### src/rtl/pwm_pkg.sv
// Shared types and constants for the PWM duty scheduler.
// Holds the FSM state enum, the duty width and the default duty parameters.
package pwm_pkg;

    localparam int DUTY_W            = 4;
    localparam int DEFAULT_DUTY_MAX  = 10;
    localparam int DEFAULT_DUTY_INIT = 5;

    typedef enum logic {
        IDLE = 1'b0,
        RAMP = 1'b1
    } state_t;

    // Move a duty value one count toward a goal; no change when already there.
    function automatic logic [DUTY_W-1:0] step_toward(
        input logic [DUTY_W-1:0] cur,
        input logic [DUTY_W-1:0] goal
    );
        logic [DUTY_W-1:0] res;
        res = cur;
        if (goal > cur) begin
            res = cur + DUTY_W'(1);
        end else if (goal < cur) begin
            res = cur - DUTY_W'(1);
        end
        return res;
    endfunction

endpackage

### src/rtl/pwm_duty_scheduler_if.sv
// Host set-target handshake for the PWM duty scheduler.
// master = host side, slave = scheduler side.
interface pwm_duty_scheduler_if;
    import pwm_pkg::*;

    logic              host_valid;
    logic [DUTY_W-1:0] host_duty;
    logic              host_ready;

    modport master (
        output host_valid,
        output host_duty,
        input  host_ready
    );

    modport slave (
        input  host_valid,
        input  host_duty,
        output host_ready
    );

endinterface

### src/rtl/pwm_ramp_tick.sv
// Ramp prescaler: counts period_wrap pulses and issues a one-cycle step on
// every RAMP_DIV-th pulse. clr holds the count at zero and suppresses step.
// step is combinational so the duty update lands on the wrap cycle itself.
module pwm_ramp_tick #(
    parameter int RAMP_DIV = 4
) (
    input  logic clk,
    input  logic rst,
    input  logic clr,
    input  logic period_wrap,
    output logic step
);

    localparam logic [7:0] DIV_LAST = 8'(RAMP_DIV - 1);

    logic [7:0] cnt_reg;

    assign step = period_wrap && !clr && (cnt_reg == DIV_LAST);

    // Count wrap pulses, restarting after each step or on clear.
    always_ff @(posedge clk) begin
        if (rst) begin
            cnt_reg <= 8'd0;
        end else if (clr) begin
            cnt_reg <= 8'd0;
        end else if (period_wrap) begin
            if (cnt_reg == DIV_LAST) begin
                cnt_reg <= 8'd0;
            end else begin
                cnt_reg <= cnt_reg + 8'd1;
            end
        end
    end

endmodule

### src/rtl/pwm_duty_scheduler.sv
// PWM duty scheduler: holds a target duty set by host or buttons and moves
// the applied duty toward it on PWM period boundaries.
// Build option: define PWM_SCHED_RAMP_EN to ramp one count per RAMP_DIV
// periods; without it the full target is applied at the next period wrap.
module pwm_duty_scheduler
    import pwm_pkg::*;
#(
    parameter int DUTY_MAX  = DEFAULT_DUTY_MAX,
    parameter int DUTY_INIT = DEFAULT_DUTY_INIT,
    parameter int RAMP_DIV  = 4
) (
    input  logic                     clk,
    input  logic                     rst,
    input  logic                     period_wrap,
    input  logic                     btn_inc,
    input  logic                     btn_dec,
    pwm_duty_scheduler_if.slave      host,
    output logic [DUTY_W-1:0]        duty_out,
    output logic [DUTY_W-1:0]        target_out,
    output logic                     busy,
    output logic                     clamp_err
);

    localparam logic [DUTY_W-1:0] DMAX  = DUTY_W'(DUTY_MAX);
    localparam logic [DUTY_W-1:0] DINIT = DUTY_W'(DUTY_INIT);

    state_t            state_reg, state_next;
    logic [DUTY_W-1:0] target_reg, target_next;
    logic [DUTY_W-1:0] duty_reg, duty_next;
    logic              host_ready_reg;
    logic              clamp_err_reg;
    logic              host_accept;

    assign host_accept = host.host_valid && host_ready_reg;

    // Target update: accepted host request wins, then a lone button press.
    always_comb begin
        target_next = target_reg;
        if (host_accept) begin
            target_next = (host.host_duty > DMAX) ? DMAX : host.host_duty;
        end else if (btn_inc && !btn_dec) begin
            if (target_reg < DMAX) begin
                target_next = target_reg + DUTY_W'(1);
            end
        end else if (btn_dec && !btn_inc) begin
            if (target_reg != '0) begin
                target_next = target_reg - DUTY_W'(1);
            end
        end
    end

`ifdef PWM_SCHED_RAMP_EN
    logic step;
    logic reverse;
    logic tick_clr;

    // A target that crosses to the other side of duty_out restarts the count.
    assign reverse  = (state_reg == RAMP) && (target_next != duty_reg) &&
                      ((target_next > duty_reg) != (target_reg > duty_reg));
    assign tick_clr = (state_reg == IDLE) || reverse;

    pwm_ramp_tick #(
        .RAMP_DIV    (RAMP_DIV)
    ) u_ramp_tick (
        .clk         (clk),
        .rst         (rst),
        .clr         (tick_clr),
        .period_wrap (period_wrap),
        .step        (step)
    );

    // One count toward the target per prescaler step.
    always_comb begin
        duty_next = duty_reg;
        if (step) begin
            duty_next = step_toward(duty_reg, target_next);
        end
    end
`else
    // Apply the whole target at the first period wrap after it changed.
    always_comb begin
        duty_next = duty_reg;
        if ((state_reg == RAMP) && period_wrap) begin
            duty_next = target_next;
        end
    end
`endif

    // RAMP whenever the applied duty will differ from the target.
    always_comb begin
        state_next = (target_next != duty_next) ? RAMP : IDLE;
    end

    // State, target, duty and handshake registers.
    always_ff @(posedge clk) begin
        if (rst) begin
            state_reg      <= IDLE;
            target_reg     <= DINIT;
            duty_reg       <= DINIT;
            host_ready_reg <= 1'b0;
            clamp_err_reg  <= 1'b0;
        end else begin
            state_reg      <= state_next;
            target_reg     <= target_next;
            duty_reg       <= duty_next;
            host_ready_reg <= (state_next == IDLE);
            clamp_err_reg  <= host_accept && (host.host_duty > DMAX);
        end
    end

    assign host.host_ready = host_ready_reg;
    assign duty_out        = duty_reg;
    assign target_out      = target_reg;
    assign busy            = (state_reg == RAMP);
    assign clamp_err       = clamp_err_reg;

endmodule

### src/flat_wrapper.sv
// flat-port wrapper written by rule: the top's interface ports become plain ports
module pwm_duty_scheduler_flat import pwm_pkg::*;
#(
    parameter int DUTY_MAX  = DEFAULT_DUTY_MAX,
    parameter int DUTY_INIT = DEFAULT_DUTY_INIT,
    parameter int RAMP_DIV  = 4
)
  (clk, rst, period_wrap, btn_inc, btn_dec, duty_out, target_out, busy, clamp_err, host_host_valid, host_host_duty, host_host_ready);
  pwm_duty_scheduler_if host_i ();
  input  logic clk;
  input  logic rst;
  input  logic period_wrap;
  input  logic btn_inc;
  input  logic btn_dec;
  output logic [DUTY_W-1:0] duty_out;
  output logic [DUTY_W-1:0] target_out;
  output logic busy;
  output logic clamp_err;
  input wire logic [$bits(host_i.host_valid)-1:0] host_host_valid;
  input wire logic [$bits(host_i.host_duty)-1:0] host_host_duty;
  output wire logic [$bits(host_i.host_ready)-1:0] host_host_ready;
  assign host_i.host_valid = host_host_valid;
  assign host_i.host_duty = host_host_duty;
  assign host_host_ready = host_i.host_ready;
  pwm_duty_scheduler #(.DUTY_MAX(DUTY_MAX), .DUTY_INIT(DUTY_INIT), .RAMP_DIV(RAMP_DIV)) u_core (.clk(clk), .rst(rst), .period_wrap(period_wrap), .btn_inc(btn_inc), .btn_dec(btn_dec), .host(host_i), .duty_out(duty_out), .target_out(target_out), .busy(busy), .clamp_err(clamp_err));
endmodule
### config.mk
export PLATFORM = sky130hd
export DESIGN_NAME = pwm_duty_scheduler_flat
export DESIGN_NICKNAME = d
export VERILOG_FILES = /design/src/rtl/pwm_pkg.sv /design/src/rtl/pwm_duty_scheduler_if.sv /design/src/rtl/pwm_ramp_tick.sv /design/src/rtl/pwm_duty_scheduler.sv /design/src/flat_wrapper.sv
export SDC_FILE = /design/constraint.sdc
export NUM_CORES = 1
export LEC_CHECK = 0
export CAP_MARGIN = 20
export CORE_MARGIN = 1
export CORE_UTILIZATION = 43
export DETAILED_ROUTE_END_ITERATION = 7
export GPL_ROUTABILITY_DRIVEN = 0
export PLACE_DENSITY = 0.74
export SYNTH_ARGS = -nofsm -noshare
export SYNTH_HDL_FRONTEND = slang
export SYNTH_HIERARCHICAL = 1
export SYNTH_SLANG_ARGS = --single-unit
### constraint.sdc
create_clock -name clk -period 2 [get_ports clk]
set_clock_uncertainty 0.15 [all_clocks]
set_input_delay 0.2 -clock clk [delete_from_list [all_inputs] [get_ports clk]]
set_output_delay 0.2 -clock clk [all_outputs]
set_load 0.02 [all_outputs]
==> results of run 1 <==
## stage by stage
step           cells  setup TNS (ns)  total power [mW]
6_report         185         -0.1241             1.640
5_1_grt          185         -0.3071             1.728
4_1_cts          183         -0.1200             1.535
3_5_place_dp     168          -1.491             1.252
3_3_place_gp     168          -1.223             1.224
2_1_floorplan    102               0            0.8633
## critical path, stage by stage, from the launching register on
cell and delay (ns):
dfxtp_4 0.37, inv_4 0.06, ha_4 0.15, and4b_1 0.23
nor3_2 0.07, or4_4 0.48, a211o_1 0.28, o32ai_2 0.19
## per-layer routing
layer | GRT usage, % | routed length (microns) | up-vias
met5 | 0 | 0 | -
met4 | 12.35 | 20 | 0
met3 | 3.571 | 169 | 4
met2 | 52.39 | 1495 | 43
met1 | 35.00 | 1274 | 512
li1 | - | - | 510
## power by group through the flow
stage          clock, mW  sequential, mW  combinational (mW)
6_report           0.156           0.371                1.11
5_1_grt            0.167           0.379                1.18
3_3_place_gp           0           0.369               0.855
3_5_place_dp           0           0.373               0.879
4_1_cts            0.163           0.367                1.01
2_1_floorplan          0           0.426               0.437
## synthesized netlist by cell type, types with 3 or more instances
| master | number |
|---|---|
| a211o_1 | 3 |
| a21oi_1 | 6 |
| a311oi_1 | 3 |
| dfxtp_1 | 11 |
| inv_1 | 4 |
| nand2_1 | 4 |
| nand2b_1 | 4 |
| nor2_1 | 9 |
| nor3_1 | 6 |
| o21ai_0 | 5 |
## path summary, 6_finish.rpt
kind	startpoint	cells past startpoint	to
min	host_host_duty[1]	4	u_core/clamp_err$_SDFF_PP0_
max reg2reg	u_core/target_out[1]$_SDFF_PP0_	7	u_core/host.host_ready$_SDFF_PP0_
min reg2reg	u_core/busy$_SDFF_PP0_	1	u_core/duty_out[3]$_SDFF_PP0_
max	u_core/target_out[1]$_SDFF_PP0_	7	u_core/host.host_ready$_SDFF_PP0_
## cells by family after synthesis
logic type / synth area share (%)
xor gates and xnor gates: 3.168
and+or+nand+nor: 31.37
adders and majority gates: 3.016
AOI/OAI and AO/OA: 29.72
muxes: 1.207
DFF: 26.55
buffers and inverters: 4.977
## final cells by class
type                       count  area [sq um]
multi-input combinational     83         679.4
timing repair buffer          58         483.0
fill                         118         290.3
sequential                    11         236.5
tap                           25         31.28
clock buffer                   4         26.28
inverter                       4         17.52
## repair_timing
| item | 4_1_cts | 5_1_grt |
|---|---|---|
| pin swaps | 13 | 11 |
| setup buffers | 11 | 2 |
| endpoints found under the setup margin | 3 | 4 |
| resized for setup | 13 | 9 |
==> impl_metrics.yaml, run 1 <==
pwr:
  p_seq_share_pct: 22.6
  switching_share_pct: 41.02
  clkPwrFrac_pct: 9.5
  p_switching_mw: 0.6725
  power.density_nw_per_um2: 1112
  comb_power_share_pct: 67.9
  p_int_mw: 0.9671
  leakagePower_nw: 0.6458
  irDropWorstVdd_v: 0.0007522
floorplan:
  initial_utilization_pct: 47.02
  die_w_microns: 45.92
  die_area_sq_um: 2109
  core_sq_um: 1764
  ios: 21
  die_h_microns: 45.92
  num_rows: 15
logic_synthesis:
  netlist_area_sq_um: 829.5
  synth_seq_cells: 11
  syn_inst: 102
  yosysWarnings: 6
  synth_cell_types: 44
  avgSynthCellArea_sq_um: 8.133
  yosys-top-cells-area: "dfxtp_1, nor2_1, a21oi_1"
  yosysSeqAreaShare_pct: 26.55
  synth_nets: 114
  synthArstFlopShare_pct: 0
  synth.top_cell.area_share_pct: 26.55
  synth_ff_type: "dfxtp_1"
  synth_area_leader_cell: "dfxtp_1"
  synth-edff-count: 0
placed_design:
  io_buffers: 20
  hpwl_microns: 1925
  place_ws_ns: -0.4298
  post_dp_cell_area_sq_um: 1269
timing:
  setup_slack_ns: -0.06810
  worst_pin_slew_ns: 0.3359
  setup_viol: 2
  hold_violations: 0
  final_max_slew_viol_count: 0
  grt_setup_unrepaired: "yes"
  whs_ns: 0.2718
  min_period_ns: 2.068
  slew_headroom_pct: 77.51
  fmax_mhz: 483.5
  post-route-period-util_pct: 103.4
drt:
  routedWlPerCell_microns: 15.99
  vias: 1069
  dr.pass1.iters: 4
  routed_via_density: 5.778
  post-route-drc-count: 0
  wl_microns: 2959
  drt_iter0_drc: 51
  ant_nets: 0
grt:
  grt_max_degree: 12
  grt_pass1_wl_microns: 4367
  grt_usage_pct: 29.46
  grt_pass1_vias: 971
  grt_overflow: 0
  antenna_found_initial: 0
cells_and_area:
  n_antenna_cell: 0
  final_cell_mix: "buf_4, clkdlybuf4s50_1, nor2_1"
  final_common_cell: "buf_4"
  synthToLayoutAreaGrowth_pct: 77.68
  drive_gt1_share_pct: 45.63
  final_nets: 173
  final_util_pct: 83.55
  design_area_sq_um: 1474
cts:
  clk_root_buffer_cell: "clkbuf_4"
  postCtsHoldBufs: 0
  clkLatencyLatePin_ns: 0.27
  clkTransAtPathRegs_ns: 0.07
  numCtsBuffers: 3
  cts_tree: "yes"
  clk_path_buf_depth: 2
  ctsHtreeMaxLevel: 1
  cts.sinks: 11
worst_setup_path:
  path_class: "flip-flop to flip-flop"
  cp-end-kind: "flip-flop"
  r2r_slack_ns: -0.07
  cp_data_arrival_time_ns: 2.10
  worstSetupStartpointType: "flip-flop"
  path_max_fanout: 4
  critical_path_required_ns: 2.03
outcome:
  status: "finished with violations"
  failed_checks: "negative setup slack"
job:
  cap_violations: 0
min_path:
  min_path_type: "input pin to flip-flop"
(Power assumes the default switching activity.)
==> run 2, diff against run 1 <==
--- a/config.mk
+++ b/config.mk
@@ -8,6 +8,8 @@
 export CAP_MARGIN = 20
 export CORE_MARGIN = 1
 export CORE_UTILIZATION = 43
+export CTS_CLUSTER_DIAMETER = 60
+export CTS_CLUSTER_SIZE = 24
 export DETAILED_ROUTE_END_ITERATION = 7
 export GPL_ROUTABILITY_DRIVEN = 0
 export PLACE_DENSITY = 0.74
==> results of run 2 <==
Same layout as run 1: the final DEF is identical, and so are final timing and power.
==> run 3, diff against run 2 <==
--- a/config.mk
+++ b/config.mk
@@ -7,12 +7,12 @@
 export LEC_CHECK = 0
 export CAP_MARGIN = 20
 export CORE_MARGIN = 1
-export CORE_UTILIZATION = 43
+export CORE_UTILIZATION = 47
 export CTS_CLUSTER_DIAMETER = 60
 export CTS_CLUSTER_SIZE = 24
 export DETAILED_ROUTE_END_ITERATION = 7
 export GPL_ROUTABILITY_DRIVEN = 0
-export PLACE_DENSITY = 0.74
+export PLACE_DENSITY = 0.77
 export SYNTH_ARGS = -nofsm -noshare
 export SYNTH_HDL_FRONTEND = slang
 export SYNTH_HIERARCHICAL = 1
==> constraint.sdc (replaced) <==
create_clock -name clk -period 2.3 [get_ports clk]
set_clock_uncertainty 0.15 [all_clocks]
set_input_delay 0.23 -clock clk [delete_from_list [all_inputs] [get_ports clk]]
set_output_delay 0.23 -clock clk [all_outputs]
set_load 0.02 [all_outputs]
==> impl_metrics.yaml, run 3 (same netlist as run 1, synthesis figures left out) <==
outcome:
  status: "finished with violations"
  failed_checks: "design-rule violations"
min_path:
  hp-start: "u_core/duty_out[0]$_SDFF_PP1_"
  hold_path_end: "u_core/duty_out[0]$_SDFF_PP1_"
  min_path_type: "flip-flop to flip-flop"
  whs_path_depth: 1
timing:
  worst_pin_slew_ns: 0.4059
  setup_viol: 0
  post-route-period-util_pct: 97.57
  setup_slack_ns: 0.05600
  hold_violations: 0
  grt_setup_unrepaired: "no"
  slew_headroom_pct: 72.79
  min_period_ns: 2.244
  final_max_slew_viol_count: 0
  fmax_mhz: 445.6
  whs_ns: 0.3726
cells_and_area:
  final_common_cell: "clkdlybuf4s50_1"
  final_nets: 151
  final-instance-count-excl-fill: 154
  drive_gt1_share_pct: 22.46
  final_cell_mix: "clkdlybuf4s50_1, buf_4, dfxtp_1"
  synthToLayoutAreaGrowth_pct: 41.93
  final_util_pct: 74.68
  n_antenna_cell: 0
drt:
  drt_iter0_drc: 51
  post-route-drc-count: 2
  vias: 952
  routedWlPerCell_microns: 15.32
  routed_via_density: 6.182
  dr.pass1.iters: 6
  wl_microns: 2359
  ant_nets: 0
placed_design:
  place_ws_ns: -0.2212
  dpl.cell_count: 150
  io_buffers: 20
  hpwl_microns: 1766
worst_setup_path:
  r2r_slack_ns: 0.09
  critPathSlowestCell: "clkdlybuf4s50_1"
  rr_worst_depth: 7
  max_stage_delay_ns: 0.54
  critical_path_required_ns: 2.34
  worstSetupStartpointType: "input pin"
  cpLargestDelayFamily: "simple AND/OR/NAND/NOR gates"
  cp-end-kind: "flip-flop"
  cp_data_arrival_time_ns: 2.29
  timing.rr.end: "u_core/host.host_ready$_SDFF_PP0_"
  r2r_start: "u_core/target_out[0]$_SDFF_PP1_"
  worst-path-buf-inv: 1
  cp_cell_sequence: "clkdlybuf4s50_1 > and2b_1 > a2bb2oi_1 > nor3_2 > or4_1 > a211o_1 > o32ai_2"
  path_max_fanout: 6
  path_class: "input pin to flip-flop"
pwr:
  switching_share_pct: 43.52
  irDropWorstVdd_v: 0.0006873
  p_switching_mw: 0.4927
  leakagePower_nw: 0.5035
  power.density_nw_per_um2: 961.7
  clkPwrFrac_pct: 12.4
  p_seq_share_pct: 26.9
  power_mw: 1.132
  comb_power_share_pct: 60.7
  p_int_mw: 0.6396
grt:
  grt_pass1_vias: 831
  grt_max_degree: 13
  antenna_found_initial: 0
  grt_pass1_wl_microns: 3788
  grt_usage_pct: 26.33
  grt_overflow: 0
cts:
  clk_path_buf_depth: 2
  numCtsBuffers: 3
  clkTransAtPathRegs_ns: 0.08
  ctsHtreeMaxLevel: 1
  cts_tree: "yes"
  clkLatencyLatePin_ns: 0.28
  clk_root_buffer_cell: "clkbuf_4"
  cts.sinks: 11
floorplan:
  num_rows: 14
  die_w_microns: 44.01
  die_h_microns: 44.01
  ios: 21
  die_area_sq_um: 1937
  core_sq_um: 1577
  initial_utilization_pct: 52.62
job:
  cap_violations: 0
-- run 3: cell count changes in the layout (fill, tap and decap cells not counted), sizes merged --
cell,delta
clkdlybuf4s50,+5
clkinv,+1
buf,-22
dlymetal6s2s,-1
clkbuf,-1
dlygate4sd2,-4
-- run 3: layer usage --
metal  GRT usage, %  share of wire (%)  up-vias
li1               -                  -      466
met1          35.35                 45      422
met2          43.53                 44       59
met3          4.898                9.9        5
met4          6.667                1.1        0
met5              0                  0        -
-- run 3: final cells by class --
cell class | count | area, sq um
timing repair buffer | 36 | 320.3
tap | 16 | 20.02
clock inverter | 1 | 5.005
multi-input combinational | 83 | 573.1
fill | 117 | 399.1
inverter | 4 | 15.01
sequential | 11 | 221.5
clock buffer | 3 | 22.52
-- run 3: worst max path at each step --
stage                                         start                                 to  slack (ns)  cells past startpoint
finish                                      btn_inc  u_core/host.host_ready$_SDFF_PP0_        0.06                      7
global route                      host_host_duty[2]  u_core/host.host_ready$_SDFF_PP0_       0.002                      7
CTS                 u_core/target_out[1]$_SDFF_PP0_  u_core/host.host_ready$_SDFF_PP0_        0.08                      7
detailed placement                          btn_dec  u_core/host.host_ready$_SDFF_PP0_       -0.22                      7
global placement                            btn_dec  u_core/host.host_ready$_SDFF_PP0_       -0.08                      7
floorplan           u_core/target_out[1]$_SDFF_PP0_             u_core/busy$_SDFF_PP0_        0.07                      8
-- run 3: power groups by stage --
stage / clock (mW) / sequential, mW / combinational [mW]
finish: 0.141 / 0.305 / 0.687
floorplan: 0 / 0.355 / 0.349
detailed placement: 0 / 0.306 / 0.668
global placement: 0 / 0.301 / 0.653
global route: 0.149 / 0.312 / 0.738
CTS: 0.142 / 0.302 / 0.675
-- run 3: repair_timing --
action / in CTS / in global routing
resized for setup: 1 / 1
pin swaps: 0 / 1
buffers inserted: 0 / 0
hold buffers: 0 / 0
endpoints found under the setup margin: 1 / 2
-- run 3: metrics by stage --
step | setup TNS, ns | area (sq um)
2_1_floorplan | 0 | 829.5
3_3_place_gp | -0.1478 | 1144
3_5_place_dp | -0.3801 | 1144
4_1_cts | 0 | 1176
5_1_grt | 0 | 1177
6_report | 0 | 1177
